`config.mk`:
```
export PLATFORM = sky130hd
export DESIGN_NAME = mem_loader
export DESIGN_NICKNAME = d
export VERILOG_FILES = /design/src/rtl/mem_loader.sv
export SDC_FILE = /design/constraint.sdc
export NUM_CORES = 1
export LEC_CHECK = 0
export ABC_AREA = 1
export CORE_UTILIZATION = 62
export CTS_CLUSTER_SIZE = 24
export DETAILED_ROUTE_END_ITERATION = 8
export DONT_BUFFER_PORTS = 1
export PLACE_DENSITY = 0.88
export SLEW_MARGIN = 20
export SYNTH_ARGS = -nofsm -noshare
export SYNTH_HDL_FRONTEND = slang
export SYNTH_SLANG_ARGS = --single-unit
```
`constraint.sdc`:
```
create_clock -name clk -period 3.8 [get_ports clk]
set_input_delay 0.76 -clock clk [delete_from_list [all_inputs] [get_ports clk]]
set_output_delay 0.76 -clock clk [all_outputs]
set_load 0.01 [all_outputs]
```
`src/rtl/mem_loader.sv`:
```
// Boot-time memory preloader and core/loader port arbiter.
// Define MEM_LOADER_VERIFY_EN to add checksum readback verification.
module mem_loader #(
  parameter int ADDR_WIDTH = 16,
  parameter int DATA_WIDTH = 8,
  parameter int DEPTH      = 32,
  parameter int CW         = $clog2(DEPTH) + 1
) (
  input  logic                  clk,
  input  logic                  reset_n,
  input  logic                  start,
  input  logic                  load_valid,
  output logic                  load_ready,
  input  logic [ADDR_WIDTH-1:0] load_addr,
  input  logic [DATA_WIDTH-1:0] load_data,
  input  logic                  load_last,
  input  logic [ADDR_WIDTH-1:0] core_addr,
  input  logic [DATA_WIDTH-1:0] core_din,
  input  logic                  core_we,
  output logic [ADDR_WIDTH-1:0] mem_addr,
  output logic [DATA_WIDTH-1:0] mem_din,
  output logic                  mem_we,
  input  logic [DATA_WIDTH-1:0] mem_dout,
  output logic                  core_reset_n,
  output logic                  busy,
  output logic                  done,
  output logic                  error,
  output logic [CW-1:0]         word_count
`ifdef MEM_LOADER_VERIFY_EN
  ,
  output logic [DATA_WIDTH-1:0] checksum
`endif
);

  typedef enum logic [2:0] {
    S_IDLE,
    S_LOAD,
`ifdef MEM_LOADER_VERIFY_EN
    S_VERIFY,
`endif
    S_RUN,
    S_ERROR
  } state_t;

  localparam logic [ADDR_WIDTH-1:0] LIMIT = ADDR_WIDTH'(DEPTH);

  state_t        state;
  logic          fire;
  logic          legal;
  logic          clr;
  logic [CW-1:0] cnt_n;

  assign legal = load_addr < LIMIT;
  assign fire  = (state == S_LOAD) && load_valid;
  assign clr   = (state == S_IDLE) ||
                 ((state == S_ERROR) && start);
  assign cnt_n = (word_count == '1) ? word_count
                                    : word_count + CW'(1);

  assign load_ready   = state == S_LOAD;
  assign core_reset_n = state == S_RUN;
  assign done         = state == S_RUN;
  assign error        = state == S_ERROR;

`ifdef MEM_LOADER_VERIFY_EN
  logic [DATA_WIDTH-1:0] sum;
  logic [DATA_WIDTH-1:0] acc;
  logic [DATA_WIDTH-1:0] acc_n;
  logic [ADDR_WIDTH-1:0] lo;
  logic [ADDR_WIDTH-1:0] hi;
  logic [ADDR_WIDTH-1:0] lo_n;
  logic [ADDR_WIDTH-1:0] hi_n;
  logic [ADDR_WIDTH-1:0] rd_addr;
  logic                  rd_pend;
  logic                  rd_done;

  assign busy     = (state == S_LOAD) || (state == S_VERIFY);
  assign checksum = sum;
  assign acc_n    = acc + mem_dout;
  assign lo_n     = (load_addr < lo) ? load_addr : lo;
  assign hi_n     = (load_addr > hi) ? load_addr : hi;
`else
  logic unused_dout;

  assign busy        = state == S_LOAD;
  assign unused_dout = ^mem_dout;
`endif

  always_comb begin
    mem_addr = '0;
    mem_din  = '0;
    mem_we   = 1'b0;
    case (state)
      S_LOAD: begin
        if (fire) begin
          mem_addr = load_addr;
          mem_din  = load_data;
          mem_we   = legal;
        end
      end
`ifdef MEM_LOADER_VERIFY_EN
      S_VERIFY: mem_addr = rd_addr;
`endif
      S_RUN: begin
        mem_addr = core_addr;
        mem_din  = core_din;
        mem_we   = core_we;
      end
      default: ;
    endcase
  end

  always_ff @(posedge clk or negedge reset_n) begin
    if (!reset_n) begin
      state      <= S_IDLE;
      word_count <= '0;
`ifdef MEM_LOADER_VERIFY_EN
      sum     <= '0;
      acc     <= '0;
      lo      <= '1;
      hi      <= '0;
      rd_addr <= '0;
      rd_pend <= 1'b0;
      rd_done <= 1'b0;
`endif
    end else begin
      if (clr) begin
        word_count <= '0;
`ifdef MEM_LOADER_VERIFY_EN
        sum <= '0;
        lo  <= '1;
        hi  <= '0;
`endif
      end
      case (state)
        S_IDLE: if (start) state <= S_LOAD;
        S_LOAD: begin
          if (fire) begin
            if (!legal) begin
              state <= S_ERROR;
            end else begin
              word_count <= cnt_n;
`ifdef MEM_LOADER_VERIFY_EN
              sum <= sum + load_data;
              lo  <= lo_n;
              hi  <= hi_n;
              if (load_last) begin
                state   <= S_VERIFY;
                rd_addr <= lo_n;
                rd_pend <= 1'b0;
                rd_done <= 1'b0;
                acc     <= '0;
              end
`else
              if (load_last) state <= S_RUN;
`endif
            end
          end
        end
`ifdef MEM_LOADER_VERIFY_EN
        // Read data trails the address by one cycle.
        S_VERIFY: begin
          rd_pend <= !rd_done;
          if (rd_pend) acc <= acc_n;
          if (!rd_done) begin
            if (rd_addr == hi) rd_done <= 1'b1;
            else rd_addr <= rd_addr + ADDR_WIDTH'(1);
          end
          if (rd_done && rd_pend)
            state <= (acc_n == sum) ? S_RUN : S_ERROR;
        end
`endif
        S_ERROR: if (start) state <= S_LOAD;
        default: ;
      endcase
    end
  end

endmodule
```
Word level (Yosys, flattened, before mapping)
Index checks and enable logic that the tools add are counted.
W data, S select, Z words.

operators by class
  order comparisons = 1
  reduce and logical (&&, ||, !) cells = 7
  add/subtract/negate cells = 1
  eq/ne operators = 8
  multiplexer cells = 16

operator list
  kind                   number
  $pmux W16 S2           1
  $mux W6                5
  $lt A16 B6 Y1 const B  1
  $mux W16               1
  $pmux W8 S2            1
  $mux W3                4
  $mux W8                1
  $add A6 B1 Y6 const B  1
  $eq A3 B2 Y1 const B   2
  $eq A6 B6 Y1 const B   1
  $pmux W3 S2            1
  $ne A2 B1 Y1 const B   2
  $ne A4 B4 Y1 const B   1
  $reduce_and A4 Y1      1
  $eq A3 B1 Y1 const B   1
  $logic_not A3 Y1       1
  $ne A3 B3 Y1 const B   1
  $logic_and A1 B1 Y1    2
  $pmux W1 S2            1
  $reduce_bool A2 Y1     1
  $reduce_or A2 Y1       1
  $logic_or A1 B1 Y1     1
  $mux W1                1

storage, ports and cells
  register bits after elaboration = 9
  output and inout bits = 36
  word-level logic and storage cells = 35

Longest topological paths before layout
  word-level depth = 7
  mapped depth = 9

Worst setup path before layout
Ideal clock, no wire load.

  path type = register to output
  start = register state[0]
  end = output port mem_addr[0]
  buffers on the path = 2
  slack = 1602 ps
  data required time = 3040 ps
  data arrival time = 1438 ps
  stages on the path, launching flop included = 7
  cell sequence = dfrtp_1 inv_1 ha_1 buf_2 clkbuf_1 nand2_1 a21oi_1

RTL lines
  item                    RTL line  source
  from (decl)             47        state_t state;
  from (signal assigned)  115       state <= S_IDLE;
  from (signal assigned)  136       S_IDLE: if (start) state <= S_LOAD;
  from (signal assigned)  140       state <= S_ERROR;
  $eq A3 B2 Y1            n/a
  net core_reset_n        24        output logic core_reset_n,
  $pmux W16 S2            93        case (state)
  to (decl)               20        output logic [ADDR_WIDTH-1:0] mem_addr,

The timed path passes the listed nets, and every way through them passes these cells.

Worst setup path after layout
  start = register state[0]
  end = output port mem_din[3]

between the ends
  longest elaborated chain between the ends = 4

ends and longest elaborated chain
  item                 RTL line  source
  $eq A3 B1 Y1         54, 93
  $logic_and A1 B1 Y1  54        assign fire = (state == S_LOAD) && load_valid;
  $mux W8              95        if (fire) begin
  $pmux W8 S2 (*)      93
  to (decl)            21        output logic [DATA_WIDTH-1:0] mem_din,

Every way passes the cells marked *; elsewhere a longest branch is shown, timed or not.

==> flow_metrics.env <==
export IMPL_slew_headroom=0.3532
export IMPL_fin_skew_ns=0.001418
export IMPL_slew_violations=0
export IMPL_totalWireLength_um=2633
export IMPL_final_util=0.6516
export IMPL_syn2layout_area_growth_pct=-1.836
export IMPL_internal_power_uw=246.7
export IMPL_synth_main_ff_cell="dfrtp_1"
export IMPL_diodes=0
export IMPL_synth_distinct_cells=26
export IMPL_core_um2=1745
export IMPL_dr_first_iter_drc_count=28
export IMPL_period_needed_ns=2.961
export IMPL_cts_tree="yes"
export IMPL_p_sw_frac=0.6238
export IMPL_p_sw_uw=409.0
export IMPL_clock_sinks=8
export IMPL_slowest_delay_ns=0.62
export IMPL_grt_total_usage=0.2538
export IMPL_cts_hold_buf=0
export IMPL_yosys_warnings=0
export IMPL_postCtsSetupRepairBufs=0
export IMPL_clk_latency_ns=0.25
export IMPL_vias_per_cell=5.766
export IMPL_drive_gt1_frac=0.2000
export IMPL_overflow=0
export IMPL_core_rowCount=15
export IMPL_max_clock_path_buffers=2
export IMPL_stdcell_area_um2=1137
export IMPL_cts_root_buffer="clkbuf_4"
export IMPL_synth_commonest_cells="73 x nand2_1, 15 x a21oi_1, 13 x inv_1, 13 x nand3_1, 12 x a21oi_2"
export IMPL_critPathKind="reg -> out"
export IMPL_crit_path_cell_trace="inv_1 > ha_1 > clkinv_1 > a21oi_1"
export IMPL_initial_core_util=0.6638
export IMPL_comb_power_share=0.731
export IMPL_nets=249
export IMPL_synth_seq_cells=8
export IMPL_synthDominantCellAreaShare=0.2365
export IMPL_drt_wirelength_per_cell_um=12.84
export IMPL_yosysSeqAreaShare=0.1728
export IMPL_die_h_um=45.23
export IMPL_fin_crit_sh=0.7793
export IMPL_setup_viol=0
export IMPL_leakagePower_nw=0.4917
export IMPL_power_density_nw_per_um2=576.5
export IMPL_tns_ns=0
export IMPL_pin_count=98
export IMPL_min_path_type="in -> async"
export IMPL_die_area_um2=2046
export IMPL_setup_ws_ns=0.8385
export IMPL_grt_first_pass_wirelength_um=3822
export IMPL_cts_max_level=1
export IMPL_grt_pass1_vias=964
export IMPL_syn_area_um2=1159
export IMPL_synth_edf_count=0
export IMPL_arrival_ns=2.20
export IMPL_grt_start_max_net_pins=32
export IMPL_grt_setup_unrepaired="no"
export IMPL_seqPwrFrac=0.167
export IMPL_cp_end_kind="primary output"
export IMPL_synthTopCellsByArea="nand2_1 24%, dfrtp_1 17%, a21oi_2 9.1%, a21oi_1 6.5%, nand2_2 5.9%"
export IMPL_hold_ws_ns=0.1949
export IMPL_antenna_found_initial=0
export IMPL_worstMarginPinSlew_ns=0.9701
export IMPL_die_w_um=45.23
export IMPL_critPathLaunchType="flop"
export IMPL_status="finished, final reports clean"
export IMPL_yosysMostFrequentCell="nand2_1"
export IMPL_dp_slack_ns=1.106
export IMPL_synth_cells=187
export IMPL_async_reset_ff_frac=1.000
export IMPL_drv_cap=0
export IMPL_worstPathMaxFanout=28
export IMPL_route_vias_total=1182
export IMPL_gp_congestion=0.8173
export IMPL_fmax_ghz=0.3377
export IMPL_ant_nets=0
export IMPL_worstPathRequired_ns=3.04
export IMPL_synth_top_cell_by_area="nand2_1"
export IMPL_pwr_share_clk=0.102
export IMPL_ir_drop_mv=0.3870
export IMPL_dp_hpwl_um=2073
export IMPL_drtPass1Iterations=4
export IMPL_cts_resized=0
export IMPL_synth_avg_cell_area_um2=6.196
export IMPL_placed_cell_area_um2=1115
export IMPL_cts_clk_slew_worst_paths_ns=0.06
export IMPL_syn_nets=254
export IMPL_port_buffers=0
export IMPL_numCtsBuffers=3
export IMPL_slowest_stage="clkinv_1"
export IMPL_route_detailed_drc=0
export IMPL_hold_violations=0
layout make-up:
class,count,area (um2)
fillers,172,608.1
inverters,16,66.31
multi-input cells,153,817.0
clock buffers,3,22.52
flip-flops and latches,8,200.2
well taps,25,31.28
sequential cells by signal, summed over array words and instances (netlist names):
name        flops
word_count      6
state           2
cell families after synthesis:
| kind of cell | count (synthesis) | share of synthesized area |
|---|---|---|
| buffers and inverters | 26 | 0.1220 |
| XOR/XNOR | 3 | 0.02268 |
| adder cells (fa/ha/maj) | 5 | 0.05400 |
| AND/OR/NAND/NOR | 115 | 0.4568 |
| AO/OA/AOI/OAI | 30 | 0.1717 |
| flip-flops | 8 | 0.1728 |
layout by cell type (no fill, tap or decap):
master / instances
a21oi_1: 15
a21oi_2: 12
clkbuf_4: 3
clkinv_1: 1
clkinv_2: 1
clkinv_4: 1
dfrtp_1: 8
ha_1: 5
inv_1: 13
nand2_1: 73
nand2_2: 11
nand2_4: 1
nand3_1: 13
nand3_2: 4
nand4_1: 2
nor2_1: 8
nor2_4: 2
nor3_1: 1
o21ai_0: 2
o21ai_2: 1
xor2_1: 3
worst paths after layout:
| path | start | endpoint | slack, ns | depth (start not counted) |
|---|---|---|---|---|
| worst max-delay path | state[0]$_DFFE_PN0P_ | mem_din[3] | 0.84 | 4 |
| max in group asynchronous | reset_n | word_count[4]$_DFFE_PN0P_ | 3.54 | 0 |
| worst max register to register | state[0]$_DFFE_PN0P_ | state[1]$_DFFE_PN0P_ | 1.76 | 7 |
| worst min-delay path | reset_n | word_count[5]$_DFFE_PN0P_ | 0.19 | 0 |
| worst min register to register | state[1]$_DFFE_PN0P_ | state[1]$_DFFE_PN0P_ | 0.57 | 2 |
| min in group clk | state[1]$_DFFE_PN0P_ | state[1]$_DFFE_PN0P_ | 0.57 | 2 |
power by group through the flow:
stage	Clock, mW	Combinational, mW	Sequential, mW
6_report	0.0668	0.479	0.110
5_1_grt	0.0755	0.535	0.111
4_1_cts	0.0694	0.482	0.110
3_5_place_dp	0	0.479	0.111
3_3_place_gp	0	0.458	0.109
2_1_floorplan	0	0.466	0.108
worst max-delay path, delay by kind of cell, from the launching register on:
family	cells	cell delay [ns]
flops	1	0.40
buf+inv	2	0.70
compound gates	1	0.53
fa+ha+maj	1	0.31
through the flow:
stage	cells	power (mW)
6_report	205	0.6557
5_1_grt	205	0.7222
4_1_cts	205	0.6613
3_5_place_dp	202	0.5906
3_3_place_gp	202	0.5674
2_1_floorplan	187	0.5733
per-layer routing:
metal  vias to the layer above  wire (um)  global-route usage
li1                        578          -                   -
met1                       524       1108              0.3201
met2                        74       1233              0.4319
met3                         6        252             0.08000
met4                         0         38             0.03636
met5                         -          0                   0
No activity file was read; power rests on OpenSTA's default activity.
